$ cat config.mk
export PLATFORM = sky130hd
export DESIGN_NAME = freq_period_arbiter_flat
export DESIGN_NICKNAME = d
export VERILOG_FILES = /design/src/rtl/freq_pkg.sv /design/src/rtl/freq_period_arbiter_if.sv /design/src/rtl/rr_arbiter2.sv /design/src/rtl/freq_period_arbiter.sv /design/src/flat_wrapper.sv
export SDC_FILE = /design/constraint.sdc
export NUM_CORES = 1
export LEC_CHECK = 0
export CAP_MARGIN = 40
export CORE_ASPECT_RATIO = 0.6
export CORE_UTILIZATION = 50
export CTS_BUF_LIST = sky130_fd_sc_hd__clkbuf_2
export DETAILED_ROUTE_END_ITERATION = 10
export DONT_BUFFER_PORTS = 1
export SYNTH_ARGS = -nofsm -noshare
export SYNTH_HDL_FRONTEND = slang
export SYNTH_SLANG_ARGS = --single-unit
export TNS_END_PERCENT = 50
$ cat constraint.sdc
create_clock -name clk -period 1.5 [get_ports clk]
set_input_delay 0.3 -clock clk [delete_from_list [all_inputs] [get_ports clk]]
set_output_delay 0.3 -clock clk [all_outputs]
set_load 0.005 [all_outputs]
$ cat src/rtl/freq_pkg.sv
// Shared definitions for the frequency counter configuration path.
package freq_pkg;

    // Period width shared by the counter and everything in front of it.
    localparam int unsigned FREQ_BITS = 12;

    // Counter and arbiter both reset to this window so their views agree.
    localparam int unsigned FREQ_RESET_PERIOD = 1200;

    // Smallest period that still gives the counter a usable window.
    localparam int unsigned FREQ_MIN_PERIOD = 16;

    // Default idle gap after each load pulse.
    localparam int unsigned FREQ_HOLDOFF = 4;

    // Arbiter sequencing states.
    typedef enum logic [1:0] {
        ST_IDLE  = 2'd0,
        ST_GRANT = 2'd1,
        ST_LOAD  = 2'd2,
        ST_HOLD  = 2'd3
    } freq_state_e;

endpackage : freq_pkg

$ cat src/rtl/freq_period_arbiter_if.sv
// Requester handshakes plus the period/period_load path into the counter.
interface freq_period_arbiter_if
    import freq_pkg::*;
#(
    parameter int unsigned BITS = FREQ_BITS
) ();

    logic            req0_valid;
    logic [BITS-1:0] req0_period;
    logic            req0_ready;
    logic            req1_valid;
    logic [BITS-1:0] req1_period;
    logic            req1_ready;
    logic [BITS-1:0] period;
    logic            period_load;
    logic [BITS-1:0] cur_period;
    logic            grant_id;
    logic            clamped;

    // Arbiter side: consumes requests, drives the counter configuration.
    modport slave (
        input  req0_valid,
        input  req0_period,
        output req0_ready,
        input  req1_valid,
        input  req1_period,
        output req1_ready,
        output period,
        output period_load,
        output cur_period,
        output grant_id,
        output clamped
    );

    // Requester / observer side.
    modport master (
        output req0_valid,
        output req0_period,
        input  req0_ready,
        output req1_valid,
        output req1_period,
        input  req1_ready,
        input  period,
        input  period_load,
        input  cur_period,
        input  grant_id,
        input  clamped
    );

endinterface : freq_period_arbiter_if

$ cat src/rtl/rr_arbiter2.sv
// Two-way round-robin pick; the last-grant history lives in the parent.
module rr_arbiter2 (
    input  logic valid0,
    input  logic valid1,
    input  logic last_grant,
    output logic any,
    output logic sel
);

    // On a tie, favour whichever requester was not served last.
    always_comb begin
        any = valid0 | valid1;
        if (valid0 && valid1) begin
            sel = ~last_grant;
        end else begin
            sel = valid1;
        end
    end

endmodule : rr_arbiter2

$ cat src/rtl/freq_period_arbiter.sv
// Arbitrates two period requesters onto the counter's single load port,
// clamping short periods and spacing loads with a hold-off window.
module freq_period_arbiter
    import freq_pkg::*;
#(
    parameter int unsigned BITS         = FREQ_BITS,
    parameter int unsigned RESET_PERIOD = FREQ_RESET_PERIOD,
    parameter int unsigned MIN_PERIOD   = FREQ_MIN_PERIOD,
    parameter int unsigned HOLDOFF      = FREQ_HOLDOFF
) (
    input logic                 clk,
    input logic                 reset,
    freq_period_arbiter_if.slave bus
);

    localparam int unsigned   CNT_W     = $clog2(HOLDOFF + 1);
    localparam logic [BITS-1:0] MIN_P   = BITS'(MIN_PERIOD);
    localparam logic [BITS-1:0] RESET_P = BITS'(RESET_PERIOD);
    localparam logic [CNT_W-1:0] HOLD_INIT = CNT_W'(HOLDOFF - 1);

    // Reject configurations that cannot be represented or never hold off.
    if (longint'(MIN_PERIOD) > longint'((64'd1 << BITS) - 64'd1)) begin : g_min_range
        $error("MIN_PERIOD does not fit in BITS");
    end
    if (HOLDOFF < 1) begin : g_holdoff_range
        $error("HOLDOFF must be at least 1");
    end

    freq_state_e      state;
    logic             sel_q;
    logic             last_grant;
    logic [BITS-1:0]  latched;
    logic             clamp_pending;
    logic [CNT_W-1:0] hold_cnt;

    logic             arb_any;
    logic             arb_sel;
    logic             sel_valid;
    logic [BITS-1:0]  sel_period;
    logic             sel_short;

    rr_arbiter2 u_rr (
        .valid0     (bus.req0_valid),
        .valid1     (bus.req1_valid),
        .last_grant (last_grant),
        .any        (arb_any),
        .sel        (arb_sel)
    );

    // Request currently chosen for the grant, and whether it needs clamping.
    always_comb begin
        sel_valid  = sel_q ? bus.req1_valid  : bus.req0_valid;
        sel_period = sel_q ? bus.req1_period : bus.req0_period;
        sel_short  = (sel_period < MIN_P);
    end

    // Sequencer: pick, grant (or abort), load once, then hold off.
    always_ff @(posedge clk) begin
        if (reset) begin
            state           <= ST_IDLE;
            sel_q           <= 1'b0;
            last_grant      <= 1'b1;
            latched         <= RESET_P;
            clamp_pending   <= 1'b0;
            hold_cnt        <= '0;
            bus.req0_ready  <= 1'b0;
            bus.req1_ready  <= 1'b0;
            bus.period_load <= 1'b0;
            bus.period      <= RESET_P;
            bus.cur_period  <= RESET_P;
            bus.grant_id    <= 1'b0;
            bus.clamped     <= 1'b0;
        end else begin
            bus.req0_ready  <= 1'b0;
            bus.req1_ready  <= 1'b0;
            bus.period_load <= 1'b0;
            case (state)
                ST_IDLE: begin
                    if (arb_any) begin
                        sel_q <= arb_sel;
                        state <= ST_GRANT;
                    end
                end
                ST_GRANT: begin
                    // A requester that withdrew is simply forgotten.
                    if (sel_valid) begin
                        bus.req0_ready <= ~sel_q;
                        bus.req1_ready <= sel_q;
                        latched        <= sel_short ? MIN_P : sel_period;
                        clamp_pending  <= sel_short;
                        last_grant     <= sel_q;
                        state          <= ST_LOAD;
                    end else begin
                        state <= ST_IDLE;
                    end
                end
                ST_LOAD: begin
                    bus.period_load <= 1'b1;
                    bus.period      <= latched;
                    bus.cur_period  <= latched;
                    bus.grant_id    <= sel_q;
                    bus.clamped     <= clamp_pending;
                    hold_cnt        <= HOLD_INIT;
                    state           <= ST_HOLD;
                end
                ST_HOLD: begin
                    // Keeps the counter's measurement window from being starved.
                    if (hold_cnt == '0) begin
                        state <= ST_IDLE;
                    end else begin
                        hold_cnt <= hold_cnt - CNT_W'(1);
                    end
                end
                default: begin
                    state <= ST_IDLE;
                end
            endcase
        end
    end

endmodule : freq_period_arbiter

$ cat src/flat_wrapper.sv
// flat-port wrapper written by rule: the top's interface ports become plain ports
module freq_period_arbiter_flat import freq_pkg::*;
#(
    parameter int unsigned BITS         = FREQ_BITS,
    parameter int unsigned RESET_PERIOD = FREQ_RESET_PERIOD,
    parameter int unsigned MIN_PERIOD   = FREQ_MIN_PERIOD,
    parameter int unsigned HOLDOFF      = FREQ_HOLDOFF
)
  (clk, reset, bus_req0_valid, bus_req0_period, bus_req0_ready, bus_req1_valid, bus_req1_period, bus_req1_ready, bus_period, bus_period_load, bus_cur_period, bus_grant_id, bus_clamped);
  freq_period_arbiter_if #(.BITS(BITS)) bus_i ();
  input logic clk;
  input logic reset;
  input wire logic [$bits(bus_i.req0_valid)-1:0] bus_req0_valid;
  input wire logic [$bits(bus_i.req0_period)-1:0] bus_req0_period;
  output wire logic [$bits(bus_i.req0_ready)-1:0] bus_req0_ready;
  input wire logic [$bits(bus_i.req1_valid)-1:0] bus_req1_valid;
  input wire logic [$bits(bus_i.req1_period)-1:0] bus_req1_period;
  output wire logic [$bits(bus_i.req1_ready)-1:0] bus_req1_ready;
  output wire logic [$bits(bus_i.period)-1:0] bus_period;
  output wire logic [$bits(bus_i.period_load)-1:0] bus_period_load;
  output wire logic [$bits(bus_i.cur_period)-1:0] bus_cur_period;
  output wire logic [$bits(bus_i.grant_id)-1:0] bus_grant_id;
  output wire logic [$bits(bus_i.clamped)-1:0] bus_clamped;
  assign bus_i.req0_valid = bus_req0_valid;
  assign bus_i.req0_period = bus_req0_period;
  assign bus_req0_ready = bus_i.req0_ready;
  assign bus_i.req1_valid = bus_req1_valid;
  assign bus_i.req1_period = bus_req1_period;
  assign bus_req1_ready = bus_i.req1_ready;
  assign bus_period = bus_i.period;
  assign bus_period_load = bus_i.period_load;
  assign bus_cur_period = bus_i.cur_period;
  assign bus_grant_id = bus_i.grant_id;
  assign bus_clamped = bus_i.clamped;
  freq_period_arbiter #(.BITS(BITS), .RESET_PERIOD(RESET_PERIOD), .MIN_PERIOD(MIN_PERIOD), .HOLDOFF(HOLDOFF)) u_core (.clk(clk), .reset(reset), .bus(bus_i));
endmodule
# After elaboration in Yosys (flattened, before gate mapping)
# Cells that the tools add are included.
# W data, S select, Z words.
[totals]
ff_bits = 37
latch_bits = 0
ram_bits = 0
rom_bits = 0
input_bits = 28
output_inout_bits = 29
elab_cells = 45
memories = 0
[classes]
addsub = 1
multipliers = 0
div_mod_pow = 0
order_cmp = 1
eq_ne = 6
shift = 0
mux = 11
bitwise = 5
n_reduce_logical = 9
[op_table]
columns = ["cell", "n"]
rows = [
  ["$mux W12", 2],
  ["$lt A12 B5 Y1 const B", 1],
  ["$pmux W2 S4", 1],
  ["$reduce_and A2 Y1", 4],
  ["$mux W2", 3],
  ["$pmux W3 S2", 1],
  ["$eq A2 B2 Y1 const B", 2],
  ["$ne A2 B1 Y1 const B", 2],
  ["$not A1 Y1", 4],
  ["$logic_not A3 Y1", 1],
  ["$mux W1", 3],
  ["$mux W3", 1],
  ["$reduce_or A3 Y1", 1],
  ["$sub A3 B1 Y3 const B", 1],
  ["$eq A2 B1 Y1 const B", 1],
  ["$logic_not A2 Y1", 1],
  ["$ne A2 B2 Y1 const B", 1],
  ["$reduce_bool A2 Y1", 1],
  ["$logic_and A1 B1 Y1", 1],
  ["$or A1 B1 Y1", 1],
]

# Longest topological paths before layout
# Gate-level depths: netlist (run 1).
[depth]
ltp_word = 3
ltp_mapped = 7
ltp_nobuf = 7

# By module
# From an unflattened synthesis (run 1), not the netlist that was laid out.
[hier_totals]
cells_unflattened = 185
area_unflattened_um2 = 1642.8
[modules_own_cells]
columns = ["mod", "n_inst", "cells_per_inst", "area_each_um2", "seq_area_each_um2"]
rows = [
  ["freq_period_arbiter", 1, 183, 1629.1, 740.7],
  ["rr_arbiter2", 1, 2, 13.8, 0.0],
]

# Worst setup path after synthesis (run 1)
# Ideal clock, no wire load.
[synth_path]
path_kind = "register to register"
start = "register u_core.state[0]"
end = "register u_core.latched[4]"
setup_ps = 123
arrival_time_ps = 1200
required_time_ps = 1377
path_slack_ps = 177
stages_incl_launch_ff = 5
path_buffers = 0
period_less_slack_ps = 1323
cell_sequence = "dfxtp_1 or3b_4 nor2_4 a22oi_2 o32a_2"
[synth_via]
elab_chain_cells = 2
[synth_lines]
columns = ["item", "line", "source"]
rows = [
  ["start: declaration", "freq_period_arbiter.sv:29", "freq_state_e state;"],
  ["start signal: assignment", "freq_period_arbiter.sv:60", "state <= ST_IDLE;"],
  ["start signal: assignment", "freq_period_arbiter.sv:81", "state <= ST_GRANT;"],
  ["start signal: assignment", "freq_period_arbiter.sv:92", "state <= ST_LOAD;"],
  ["$eq A2 B1 Y1", "freq_period_arbiter.sv:77", "case (state)"],
  ["$reduce_and A2 Y1 (no source line)", "--", ""],
  ["end signal: assignment", "freq_period_arbiter.sv:89", "latched <= sel_short ? MIN_P : sel_period;"],
  ["end: declaration", "freq_period_arbiter.sv:32", "logic [BITS-1:0] latched;"],
]
# Every way passes these cells.
# A chain may end at the register's enable or synchronous reset.

# Worst setup path after layout (run 1)
[layout_path]
start = "register u_core.state[0]"
end = "register u_core.latched[0]"
# Same word-level chain as after synthesis.

==> results_dict.tcl, run 1 <==
set metrics [dict create \
    antenna_cells 0 \
    timing.fmax_mhz 707 \
    grt_start_max_net_pins 28 \
    clk_pin_slew_ns 0.19 \
    synth_top_area_share_pct 44.9 \
    clk_latency_ns 0.39 \
    grt_pass1_wl_um 5090 \
    power.density_nw_per_um2 1030 \
    total_power_mw 1.79 \
    crit_arrival_ns 1.71 \
    cts_root_buf "clkbuf_2" \
    setup-violations-final 0 \
    place.detailed.hpwl_um 2340 \
    grt_pass1_vias 1077 \
    syn_nets 210 \
    synth.area.top_cells "dfxtp_1 45%, nand2_1 8.9%, mux2i_1 6.7%" \
    vias_per_cell 5.56 \
    drv_slew 0 \
    initial_core_util_pct 54.9 \
    num_rows 15 \
    cp_max_fo 11 \
    ant_nets 0 \
    synth_edf_count 0 \
    dieHeight_um 46.5 \
    pin_count 57 \
    synth_flop_cell "dfxtp_1" \
    drt-total-wl_um 3430 \
    worstMarginPinSlew_ns 0.308 \
    route.detailed.drc 0 \
    startpoint_type "flop" \
    end_kind "flop" \
    fin_cells 222 \
    rsz0062_at_grt "false" \
    synth.avg_cell_area_um2 9.16 \
    synth_seq_area_share_pct 44.9 \
    hp-class "input pin to flop" \
    track_usage_pct 19.6 \
    max-clock-path-buffers 2 \
    drt-wirelength-per-cell_um 15.4 \
    antenna_found_initial 0 \
    final_nets 209 \
    drive_gt1_share_pct 17.8 \
    die_area_um2 3540 \
    gp_congestion 0.739 \
    maxSlewHeadroom_pct 79.4 \
    syn_inst 180 \
    cts_sinks 37 \
    maxCapViolCount 0 \
    numCtsBuffers 5 \
    cp_data_required_time_ns 1.79 \
    htreeDepth 2 \
    vias 1234 \
    fin_util_pct 57.6 \
    peakVddDrop_mv 0.623 \
    core-area_um2 3000 \
    outcome "finished, final reports clean" \
    hold_viol 0 \
    netlist_area_um2 1650 \
    syn2layout_area_growth_pct 4.86 \
    initialDrtViolationCount 47 \
    synthArstFlopShare_pct 0 \
    p_leak_nw 0.617 \
    tritoncts "yes" \
    die-width_um 76.1 \
    finalCriticalPeriod_ns 1.41 \
    fin_crit_sh_pct 94.3 \
    skew_ns 0.0206 \
    synth-seq-cells 37 \
    port_buffers 0 \
    dr.pass1.iters 5 \
    overflow 0 \
    yosys_warnings 0 \
    dpl.cell_count 207 \
    tns_ns 0 \
    yosysTopAreaCell "dfxtp_1" \
    ys_types 33 \
    path_class "flop to flop" \
]
[cell usage in the layout (no fill, tap or decap), drive strengths merged, types with 2 or more instances in the layout]
master	instances
nor4	4
nand2b	2
clkinv	2
o2bb2ai	4
mux2	2
a211o	3
ha	2
nor2	16
a21oi	14
a211oi	5
buf	10
nand3b	5
mux2i	11
dlygate4sd3	2
o21ai	2
dfxtp	37
clkbuf	5
inv	4
a21o	2
nand2	39
[critical path: stages, from the launching register on]
cell       delay [ns]
dfxtp_1          0.45
or2b_1           0.30
a21oi_4          0.28
nor2_1           0.15
o2bb2ai_1        0.15
[final cells by class]
cell class / instances / area, µm²
Fill cell: 272 / 1270
Tap cell: 42 / 52.6
Clock inverter: 3 / 17.5
Inverter: 4 / 15.0
Clock buffer: 5 / 25.0
Timing Repair Buffer: 12 / 115
Sequential cell: 37 / 742
Multi-Input combinational cell: 119 / 762
[report_power, final]
| group | switching [mW] | internal (mW) | total [mW] |
|---|---|---|---|
| clock network | 0.339 | 0.109 | 0.448 |
| logic | 0.137 | 0.125 | 0.262 |
| registers | 0.0415 | 1.04 | 1.08 |
| total | 0.518 | 1.27 | 1.79 |
[layer usage]
layer,up-vias,wire (µm),GRT usage (%)
met5,-,0,0
met4,0,29,8.08
met3,5,259,8.51
met2,35,1590,31.3
met1,587,1540,23.7
li1,607,-,-
[cell usage after synthesis, types with 2 or more instances]
library cell / instances
a211oi_2: 4
clkbuf_1: 3
nand3b_1: 5
buf_2: 3
nand2_1: 39
inv_1: 4
nor4_1: 4
nor2_4: 2
dfxtp_1: 37
mux2_2: 2
o2bb2ai_1: 4
o21ai_0: 2
a211o_1: 3
a21o_1: 2
ha_1: 2
buf_4: 12
a21oi_1: 13
mux2i_1: 11
nor2_1: 14
[kinds of logic (layout without fill, tap and decap cells)]
| logic type | count (synthesis) | count (layout) | synth area share (%) |
|---|---|---|---|
| flops | 37 | 37 | 44.9 |
| buf+inv | 24 | 24 | 8.88 |
| simple gates | 69 | 69 | 20.0 |
| compound gates | 35 | 35 | 16.7 |
| mux | 13 | 13 | 8.04 |
| fa+ha+maj | 2 | 2 | 1.52 |
[final timing paths]
kind / depth (start not counted) / to / slack (ns) / startpoint
worst max register to register: 4 / u_core.latched[0] / 0.09 / u_core.state[0]
worst min register to register: 2 / u_core.bus.cur_period[8] / 0.47 / u_core.latched[8]
worst min-delay path: 1 / u_core.bus.cur_period[10] / 0.04 / reset
worst max-delay path: 4 / u_core.latched[0] / 0.09 / u_core.state[0]
[per-stage QoR]
step | area (µm²) | setup slack [ns] | hold WS [ns]
2_1_floorplan | 1650 | 0.177 | 0.432
3_3_place_gp | 1620 | 0.0955 | 0.368
3_5_place_dp | 1620 | 0.00721 | 0.369
4_1_cts | 1700 | 0.0541 | 0.00595
5_1_grt | 1730 | 0.00625 | 0.00294
6_report | 1730 | 0.0857 | 0.0373
[sequential cells by signal, summed over array words and instances, names as in the netlist, named ones only]
signal / flops
u_core.bus.grant_id: 1
u_core.bus.req1_ready: 1
u_core.clamp_pending: 1
u_core.bus.cur_period: 12
u_core.bus.clamped: 1
u_core.last_grant: 1
u_core.bus.period_load: 1
u_core.hold_cnt: 3
u_core.bus.req0_ready: 1
u_core.latched: 12
u_core.sel_q: 1
u_core.state: 1
[what timing repair did]
action / CTS / global route
setup endpoints to repair: 4 / 6
setup buffers: 4 / 0
endpoints found under the hold margin: 27 / 2
gates resized for setup: 0 / 1
pin swaps: 1 / 1
hold buffers: 1 / 1
Power figures use the tool's default switching activity.
==> run 2: changes to the inputs <==
--- a/config.mk
+++ b/config.mk
@@ -6,7 +6,7 @@
 export NUM_CORES = 1
 export LEC_CHECK = 0
 export CAP_MARGIN = 40
-export CORE_ASPECT_RATIO = 0.6
+export CORE_ASPECT_RATIO = 1.1
 export CORE_UTILIZATION = 50
 export CTS_BUF_LIST = sky130_fd_sc_hd__clkbuf_2
 export DETAILED_ROUTE_END_ITERATION = 10
==> run 2 against run 1 <==
The run now ends with DRC left. Sequential power is essentially flat. Cell area down 2.0%. Via count is 1.8% lower. Sequential share of layout area increased by 0.85 points. Critical endpoint is now u_core.latched[4].
==> results_dict.tcl, run 2 (synthesis results as in run 1) <==
set metrics [dict create \
    largestRegisters "u_core.bus.cur_period x12, u_core.latched x12, u_core.hold_cnt x3" \
    htreeDepth 2 \
    vias_per_cell 5.83 \
    drv_slew 0 \
    cts_root_buf "clkbuf_2" \
    tns_ns 0 \
    initial_core_util_pct 53.2 \
    outcome "finished, violations left" \
    startpoint_type "flop" \
    vias 1212 \
    antenna_cells 0 \
    clk_pin_slew_ns 0.18 \
    max-clock-path-buffers 2 \
    pin_count 57 \
    grt_pass1_wl_um 5200 \
    die_area_um2 3530 \
    maxSlewHeadroom_pct 68.3 \
    dr.pass1.iters 9 \
    fillerInstances 307 \
    intPower_mw 1.27 \
    drive_gt1_share_pct 14.9 \
    die-width_um 56.8 \
    pwr-share-seq_pct 61.2 \
    hold_viol 0 \
    final_nets 204 \
    worstMarginPinSlew_ns 0.474 \
    drt-wirelength-per-cell_um 15.1 \
    initialDrtViolationCount 71 \
    cp_max_fo 8 \
    p_comb_share_pct 14.6 \
    dpl.cell_count 198 \
    track_usage_pct 19.5 \
    ant_nets 0 \
    cts_sinks 37 \
    path_class "flop to flop" \
    p_leak_nw 0.599 \
    core-area_um2 3100 \
    cp_data_required_time_ns 1.80 \
    dieHeight_um 62.2 \
    overflow 0 \
    syn2layout_area_growth_pct 2.81 \
    finalCriticalPeriod_ns 1.41 \
    fin_cells 208 \
    timing.fmax_mhz 709 \
    p_switching_mw 0.490 \
    port_buffers 0 \
    clk_latency_ns 0.38 \
    tritoncts "yes" \
    maxCapViolCount 0 \
    route.detailed.drc 16 \
    layout_common_cells "39 x nand2_1, 36 x dfxtp_1, 14 x nor2_1" \
    numCtsBuffers 5 \
    power.density_nw_per_um2 1040 \
    crit_arrival_ns 1.71 \
    setup-violations-final 0 \
    antenna_found_initial 0 \
    fin_crit_sh_pct 94.1 \
    drt-total-wl_um 3150 \
    num_rows 21 \
    violations "DRC" \
    end_kind "flop" \
    place.detailed.hpwl_um 2220 \
    clockPowerShare_pct 24.1 \
    gp_congestion 0.751 \
    skew_ns 0.00677 \
    layout_commonest_cell "nand2_1" \
    netSwitchingFraction_pct 27.8 \
    grt_start_max_net_pins 30 \
    hp-class "input pin to flop" \
    grt_pass1_vias 1213 \
    peakVddDrop_mv 0.366 \
    rsz0062_at_grt "true" \
]
[run 2: changes by cell type in the layout (fill, tap and decap cells not counted)]
cell and delta:
clkinv_2 -2, clkinv_1 +1, clkbuf_2 +1, clkinvlp_4 -1, buf_4 -6, dlygate4sd3_1 -1
buf_12 +2
[run 2: final cells by class]
cell class	count	area (µm²)	share of cell area [%]
Multi-Input combinational cell	119	762	44.9
Sequential cell	37	742	43.8
Timing Repair Buffer	7	100	5.90
Tap cell	34	42.5	2.51
Clock buffer	6	30.0	1.77
Inverter	4	15.0	0.886
Clock inverter	1	3.75	0.221
[run 2: power by group through the flow]
stage	Combinational [mW]	Sequential [mW]	Clock (mW)
after floorplan	0.212	1.08	0
after global placement	0.225	1.10	0
after detailed placement	0.233	1.10	0
after CTS	0.247	1.08	0.441
after global routing	0.287	1.09	0.478
final	0.257	1.08	0.425
[run 2: critical path, cell delays in order, from the launching register on]
cell and delay, ns:
dfxtp_1 0.42, or3b_4 0.46, nor2_4 0.14, a22oi_2 0.12, o32a_2 0.20
[run 2: what timing repair did]
action                     in CTS  in global routing
setup endpoints to repair       0                 12
hold buffers                    1                  0
buffers inserted                0                  1
resized for setup               0                  1
hold endpoints to repair       29                  0
[run 2: worst paths after layout]
check | start | cells past startpoint | to | slack [ns]
max | flop | 4 | u_core.latched[4] | 0.09
min | reset | 2 | u_core.hold_cnt[0] | 0.04
max reg2reg | flop | 4 | u_core.latched[4] | 0.09
min reg2reg | u_core.clamp_pending | 2 | u_core.bus.clamped | 0.47
[run 2: stage by stage]
step           setup WS, ns  instance area [µm²]  total power, mW  utilization, %  hold WS [ns]
3_3_place_gp          0.100                 1620             1.32            52.1         0.370
6_report             0.0889                 1700             1.76            54.7        0.0384
4_1_cts              0.0240                 1660             1.77            53.5        0.0141
2_1_floorplan         0.177                 1650             1.30               -         0.432
3_5_place_dp         0.0415                 1620             1.33            52.1         0.371
5_1_grt             -0.0205                 1700             1.85            54.7       0.00603
[run 2: routing by layer]
layer	GRT usage (%)	wire, µm	vias up
met4	9.76	30	0
met3	6.46	237	4
met1	23.4	1410	568
met5	0	0	-
li1	-	-	594
met2	31.1	1470	46
